==> config.mk <==
export PLATFORM = sky130hd
export DESIGN_NAME = pipelined_controller
export DESIGN_NICKNAME = d
export VERILOG_FILES = /design/src/rtl/pipelined_controller.sv
export SDC_FILE = /design/constraint.sdc
export NUM_CORES = 1
export LEC_CHECK = 0
export ABC_AREA = 1
export ABC_CLOCK_PERIOD_IN_PS = 2060
export CORE_MARGIN = 1.5
export CORE_UTILIZATION = 40
export CTS_CLUSTER_SIZE = 16
export DETAILED_ROUTE_END_ITERATION = 12
export PLACE_DENSITY = 0.92
export SYNTH_ARGS = -nofsm -noshare
export SYNTH_HDL_FRONTEND = slang
export SYNTH_SLANG_ARGS = --single-unit
export TNS_END_PERCENT = 50
==> constraint.sdc <==
create_clock -name clk -period 2.06 [get_ports clk]
set_clock_uncertainty 0.1 [all_clocks]
set_input_delay 0.309 -clock clk [delete_from_list [all_inputs] [get_ports clk]]
set_output_delay 0.309 -clock clk [all_outputs]
set_load 0.02 [all_outputs]
==> src/rtl/pipelined_controller.sv <==
// Pipelined, condition-aware control unit: decodes in D and carries the control word through E/M/W.
// Optional `COND_LOGIC_EN enables ARM condition evaluation against the internal NZCV register.
module pipelined_controller #(
  parameter int ALUCTRL_W  = 3,
  parameter int REG_ADDR_W = 4
) (
  input  logic                  clk,
  input  logic                  reset,
  input  logic [1:0]            OpD,
  input  logic [5:0]            FunctD,
  input  logic [REG_ADDR_W-1:0] RdD,
  input  logic [3:0]            CondD,
  input  logic [3:0]            ALUFlagsE,
  input  logic                  FlushE,
  output logic [1:0]            RegSrcD,
  output logic [1:0]            ImmSrcD,
  output logic                  ALUSrcE,
  output logic [ALUCTRL_W-1:0]  ALUControlE,
  output logic                  BranchTakenE,
  output logic                  MemtoRegE,
  output logic                  RegWriteM,
  output logic                  MemWriteM,
  output logic                  MemtoRegW,
  output logic                  RegWriteW,
  output logic                  PCSrcW,
  output logic [3:0]            FlagsQ
);

  typedef struct packed {
    logic                 reg_w;
    logic                 mem_w;
    logic                 mem_to_reg;
    logic                 branch;
    logic                 pcs;
    logic                 alu_src;
    logic [ALUCTRL_W-1:0] alu_ctrl;
    logic [1:0]           flag_w;
    logic [3:0]           cond;
  } de_t;

  typedef struct packed {
    logic reg_w;
    logic mem_w;
    logic mem_to_reg;
    logic pcs;
  } em_t;

  typedef struct packed {
    logic reg_w;
    logic mem_to_reg;
    logic pcs;
  } mw_t;

  de_t  dec, de_q;
  em_t  em_q;
  mw_t  mw_q;
  logic alu_op;
  logic cond_ex;

  // Decode: main decoder, ALU decoder and PC-source detection in one pass.
  always_comb begin
    // NOTE: every output gets a default first so no path through the case infers a latch.
    dec     = '0;
    alu_op  = 1'b0;
    RegSrcD = 2'b00;
    ImmSrcD = 2'b00;
    case (OpD)
      2'b00: begin
        alu_op      = 1'b1;
        dec.alu_src = FunctD[5];
        dec.reg_w   = (FunctD[4:1] != 4'b1010);
      end
      2'b01: begin
        ImmSrcD     = 2'b01;
        dec.alu_src = 1'b1;
        if (FunctD[0]) begin
          dec.mem_to_reg = 1'b1;
          dec.reg_w      = 1'b1;
        end else begin
          RegSrcD   = 2'b10;
          dec.mem_w = 1'b1;
        end
      end
      2'b10: begin
        RegSrcD     = 2'b01;
        ImmSrcD     = 2'b10;
        dec.alu_src = 1'b1;
        dec.branch  = 1'b1;
      end
      default: ;
    endcase
    if (alu_op) begin
      case (FunctD[4:1])
        4'b0100: dec.alu_ctrl = ALUCTRL_W'(3'b000);
        4'b0010: dec.alu_ctrl = ALUCTRL_W'(3'b001);
        4'b0000: dec.alu_ctrl = ALUCTRL_W'(3'b010);
        4'b1100: dec.alu_ctrl = ALUCTRL_W'(3'b011);
        4'b1010: dec.alu_ctrl = ALUCTRL_W'(3'b001);
        4'b1101: dec.alu_ctrl = ALUCTRL_W'(3'b100);
        default: dec.alu_ctrl = ALUCTRL_W'(3'b000);
      endcase
      dec.flag_w[1] = FunctD[0];
      dec.flag_w[0] = FunctD[0] &
                      ((dec.alu_ctrl == ALUCTRL_W'(3'b000)) || (dec.alu_ctrl == ALUCTRL_W'(3'b001)));
    end
    dec.pcs  = dec.branch | (dec.reg_w & (RdD == {REG_ADDR_W{1'b1}}));
    dec.cond = CondD;
  end

  // A flushed slot is all zeros, so its Cond=EQ and it carries no write, branch or flag enable.
  always_ff @(posedge clk) begin
    // NOTE: non-blocking assignments so every pipeline register samples pre-edge values together.
    if (reset || FlushE) de_q <= '0;
    else                 de_q <= dec;
  end

`ifdef COND_LOGIC_EN
  function automatic logic cond_holds(input logic [3:0] cond, input logic [3:0] f);
    logic n, z, c, v;
    {n, z, c, v} = f;
    case (cond)
      4'b0000: cond_holds = z;
      4'b0001: cond_holds = !z;
      4'b0010: cond_holds = c;
      4'b0011: cond_holds = !c;
      4'b0100: cond_holds = n;
      4'b0101: cond_holds = !n;
      4'b0110: cond_holds = v;
      4'b0111: cond_holds = !v;
      4'b1000: cond_holds = c & !z;
      4'b1001: cond_holds = !c | z;
      4'b1010: cond_holds = (n == v);
      4'b1011: cond_holds = (n != v);
      4'b1100: cond_holds = !z & (n == v);
      4'b1101: cond_holds = z | (n != v);
      4'b1110: cond_holds = 1'b1;
      default: cond_holds = 1'b0;
    endcase
  endfunction

  // Evaluated against flags left by older instructions; ALUFlagsE is deliberately not bypassed.
  assign cond_ex = cond_holds(de_q.cond, FlagsQ);
`else
  logic unused_cond;
  assign cond_ex     = 1'b1;
  assign unused_cond = ^de_q.cond;
`endif

  logic       reg_w_g, mem_w_g, pcs_g;
  logic [1:0] flag_w_g;

  assign reg_w_g  = de_q.reg_w & cond_ex;
  assign mem_w_g  = de_q.mem_w & cond_ex;
  assign pcs_g    = de_q.pcs   & cond_ex;
  assign flag_w_g = de_q.flag_w & {2{cond_ex}};

  always_ff @(posedge clk) begin
    if (reset) begin
      FlagsQ <= 4'b0000;
    end else begin
      if (flag_w_g[1]) FlagsQ[3:2] <= ALUFlagsE[3:2];
      if (flag_w_g[0]) FlagsQ[1:0] <= ALUFlagsE[1:0];
    end
  end

  always_ff @(posedge clk) begin
    if (reset) begin
      em_q <= '0;
      mw_q <= '0;
    end else begin
      em_q <= '{reg_w: reg_w_g, mem_w: mem_w_g, mem_to_reg: de_q.mem_to_reg, pcs: pcs_g};
      mw_q <= '{reg_w: em_q.reg_w, mem_to_reg: em_q.mem_to_reg, pcs: em_q.pcs};
    end
  end

  assign ALUSrcE      = de_q.alu_src;
  assign ALUControlE  = de_q.alu_ctrl;
  assign BranchTakenE = de_q.branch & cond_ex;
  assign MemtoRegE    = de_q.mem_to_reg;
  assign RegWriteM    = em_q.reg_w;
  assign MemWriteM    = em_q.mem_w;
  assign MemtoRegW    = mw_q.mem_to_reg;
  assign RegWriteW    = mw_q.reg_w;
  assign PCSrcW       = mw_q.pcs;

endmodule
Word-level counts from Yosys, hierarchy flattened --
Index checks and enable logic that the tools add are counted.
Storage, ports and cells: bits of input ports 23, output and inout port bits 19, register bits 22
Operators by class: muxes and demuxes 11, bitwise logic cells 5, reductions and logical operators 9, equality and inequality tests 9
Operators with widths (count):
- 4-bit equality test (second input constant) | 4
- 3-bit one-hot mux with 4 select lines | 1
- 2-bit one-hot mux with 2 select lines | 2
- 2-bit OR reduction | 4
- 4-bit by 2-bit equality test with 1-bit output (second input constant) | 1
- 4-bit zero test | 1
- 1-bit two-way mux | 4
- 4-bit != test (second input constant) | 1
- 1-bit one-hot mux with 2 select lines | 2
- 3-bit by 1-bit equality test with 1-bit output (second input constant) | 1
- 3-bit zero test | 1
- 3-bit two-way mux | 1
- 1-bit bitwise AND | 2
- 2-bit by 1-bit equality test with 1-bit output (second input constant) | 1
- 2-bit equality test (second input constant) | 1
- 2-bit zero test | 1
- 1-bit logical OR | 2
- 2-bit two-way mux | 1
- 1-bit inverter | 2
- 1-bit OR | 1

Logic depth before layout (Yosys ltp) --
depth in word-level cells 7, gate-level depth with buffers 8, gate-level depth less buffers 8

Worst setup path before layout --
Ideal clock, no wire load.
kind in2out, start in OpD[1], end out RegSrcD[1], arrival time 864 ps, path buffers 0, slack 787 ps, cell stages on the path 4, cell sequence inv_1 > ha_1 > inv_1 > nor2_1
Between the ends: longest elaborated chain between the ends 2, elaborated cells on any way between the ends 3
RTL lines:
- start, declared | line 9 | input logic [1:0] OpD,
- 2-bit equality test or 2-bit by 1-bit equality test with 1-bit output (tied branches) | line 67 | case (OpD)
- 2-bit one-hot mux with 2 select lines * | line 67
- end, declared | line 15 | output logic [1:0] RegSrcD,
Mark *: on every way between the ends. The rest lies on a longest branch, timed or not.

Final worst setup path --
start in OpD[0], end out RegSrcD[1]
The elaborated chain is that of the path after synthesis.

==> flow_summary.json <==
{
  "critPathLaunchType": "input pin",
  "mostFrequentLayoutCells": "clkdlybuf4s50_1, nor2_1, dfxtp_1",
  "critPathBufInv": 3,
  "worst_slew_pin_slew_ps": 437,
  "avgRoutedWirePerCell_um": 10.4,
  "cts.htree.levels": 1,
  "coreArea_sq_um": 1960,
  "final_common_cell": "clkdlybuf4s50_1",
  "rr_endpoint": "FlagsQ[3]",
  "dp_cells": 167,
  "arrival_ps": 1510,
  "io_pins": 42,
  "grt.busiest_layer": "met2",
  "firstDrtPassIters": 4,
  "clk-insertion-delay-late_ps": 290,
  "first_iter_violations": 4,
  "antenna_found_initial": 0,
  "synth_nets": 130,
  "num_vias": 744,
  "crit_path_end_kind": "output port",
  "crit_slowest_cell": "clkdlybuf4s50_1",
  "critical_path.max_stage_delay_ps": 540,
  "start_util": 0.429,
  "die_y_um": 48.8,
  "drv_slew": 0,
  "synth_seq_cells": 22,
  "cts_tree": "done",
  "critPathKind": "in -> out",
  "ir_drop_uv": 309,
  "fp.dieW_um": 48.8,
  "cts_buffers": 3,
  "max_freq_mhz": 521,
  "cp_max_fo": 4,
  "whs_endpoint": "PCSrcW",
  "fin_area_sq_um": 1300,
  "crit_required_ps": 1650,
  "fin_crit_ps": 1920,
  "min_from": "em_q[0]",
  "fin_cells": 171,
  "max_cap_violations": 0,
  "globalRouteMet3Util": 0.0368,
  "ctsLongestPathBuffers": 2,
  "netlist.area_leader.share": 0.524,
  "rows": 16,
  "outcome": "finished clean",
  "period_share": 0.931,
  "syn_to_final_growth_pct": 54.2,
  "vias_per_cell": 4.35,
  "track_usage": 0.149,
  "routed_wl_mm": 1.78,
  "first_global_vias": 685,
  "avgSynthCellArea_sq_um": 8.24,
  "layout-drive-gt1-share": 0.0972,
  "ys.warnings.count": 0,
  "hp-class": "reg -> reg",
  "path_clk_slew_ps": 120,
  "hold_violations": 0,
  "ant_nets": 0,
  "grt_max_degree": 14,
  "yosys-top-cells-area": "dfxtp_1, nor2_1, inv_1",
  "ys_seq_area_frac": 0.524,
  "crit_chain": "clkdlybuf4s50_1 -> ha_1 -> inv_1 -> nor2_1 -> dlygate4sd2_1",
  "reg2reg_depth": 3,
  "dp_hpwl_mm": 1.53,
  "yosys.area.top_type": "dfxtp_1",
  "slew_headroom": 0.708,
  "path_delay_family": "buffers and inverters",
  "worst_slack_ps": 142,
  "timing.hold.ws_ps": 315,
  "cts_root_buf": "clkbuf_4",
  "p_per_area_nw_per_um2": 668,
  "r2r_slack_ps": 1270,
  "final_util": 0.661,
  "grtUsageMet2": 0.317,
  "synth.distinct_cells": 15,
  "grt_util_met1": 0.139,
  "grt-ovfl-total": 0,
  "dpl_cell_area_sq_um": 1250,
  "r2r-start": "flag_w_g[1]",
  "p_leak_uw": 0.000615,
  "dpl_worst_slack_ps": -152,
  "drc": 0,
  "die_area_sq_um": 2390,
  "placement.io_buffers": 37,
  "grt_pass1_wl_mm": 2.75,
  "antenna_cells": 0,
  "syn_area_sq_um": 841,
  "netlist_instances": 102,
  "rsz0062_at_grt": "no",
  "cts_num_sinks": 22,
  "finalNetCount": 173,
  "place.gp.congestion": 0.700,
  "setup_viol": 0,
  "hold_depth": 2
}
==> sequential cells by signal, summed over array words and instances (netlist names), 2 cells and up <==
register	flops
flag_w_g	2
em_q	2
FlagsQ	4
ALUControlE	3
==> area by class of cell <==
class / count / area (sq um)
repair buffers: 41 / 395
flip-flops and latches: 22 / 440
fillers: 170 / 666
inverters: 21 / 78.8
multi-input cells: 56 / 295
clock inverters: 1 / 30.0
clock buffers: 3 / 22.5
well taps: 27 / 33.8
==> power breakdown <==
| part | internal (uW) | total, uW | switching [uW] |
|---|---|---|---|
| sequential | 433 | 437 | 3.37 |
| combinational | 59.2 | 109 | 50.3 |
| clock | 196 | 320 | 123 |
| total | 689 | 866 | 177 |
==> tightest hold or removal path: stages, from the launching register on <==
cell and delay [ps]:
dfxtp_1 320, inv_1 40, nor2_1 30
==> routing by layer <==
metal,wire length (um),part of all wire,vias to the layer above
li1,-,-,381
met1,641,0.36,336
met2,1020,0.57,27
met3,119,0.067,0
met4,0,0,0
met5,0,0,-
==> worst max-delay path by stage <==
stage	startpoint	end	slack, ps	cells past startpoint
6_report	OpD[0]	RegSrcD[1]	140	5
3_3_place_gp	OpD[0]	RegSrcD[1]	-120	5
2_1_floorplan	OpD[1]	RegSrcD[1]	790	4
4_1_cts	OpD[0]	RegSrcD[1]	130	5
3_5_place_dp	OpD[0]	RegSrcD[1]	-150	5
5_1_grt	OpD[0]	RegSrcD[1]	70	5
==> repair_timing <==
action,4_1_cts,5_1_grt
resized for setup,4,0
hold buffers,0,0
buffers inserted,0,0
setup endpoints to repair,4,0
==> cells by family (layout without fill, tap and decap cells) <==
group                      count (synthesis)  count (layout)  share of synthesized area
and+or+nand+nor                           43              43                      0.229
buffers and inverters                     24              66                      0.125
adders and majority gates                  5               5                     0.0744
DFF                                       22              22                      0.524
AOI/OAI and AO/OA                          8               8                     0.0476
==> synthesized netlist by cell type, drive strengths merged <==
library cell,instances
a21oi,2
buf,3
dfxtp,22
ha,5
inv,21
nand2,14
nand3,2
nor2,25
nor3,2
o21ai,6
==> per-stage QoR <==
stage	total power, uW	TNS [ps]
6_report	866	0
5_1_grt	904	0
4_1_cts	871	0
3_5_place_dp	559	-352
3_3_place_gp	554	-252
2_1_floorplan	495	0
No activity file was read; power rests on OpenSTA's default activity.
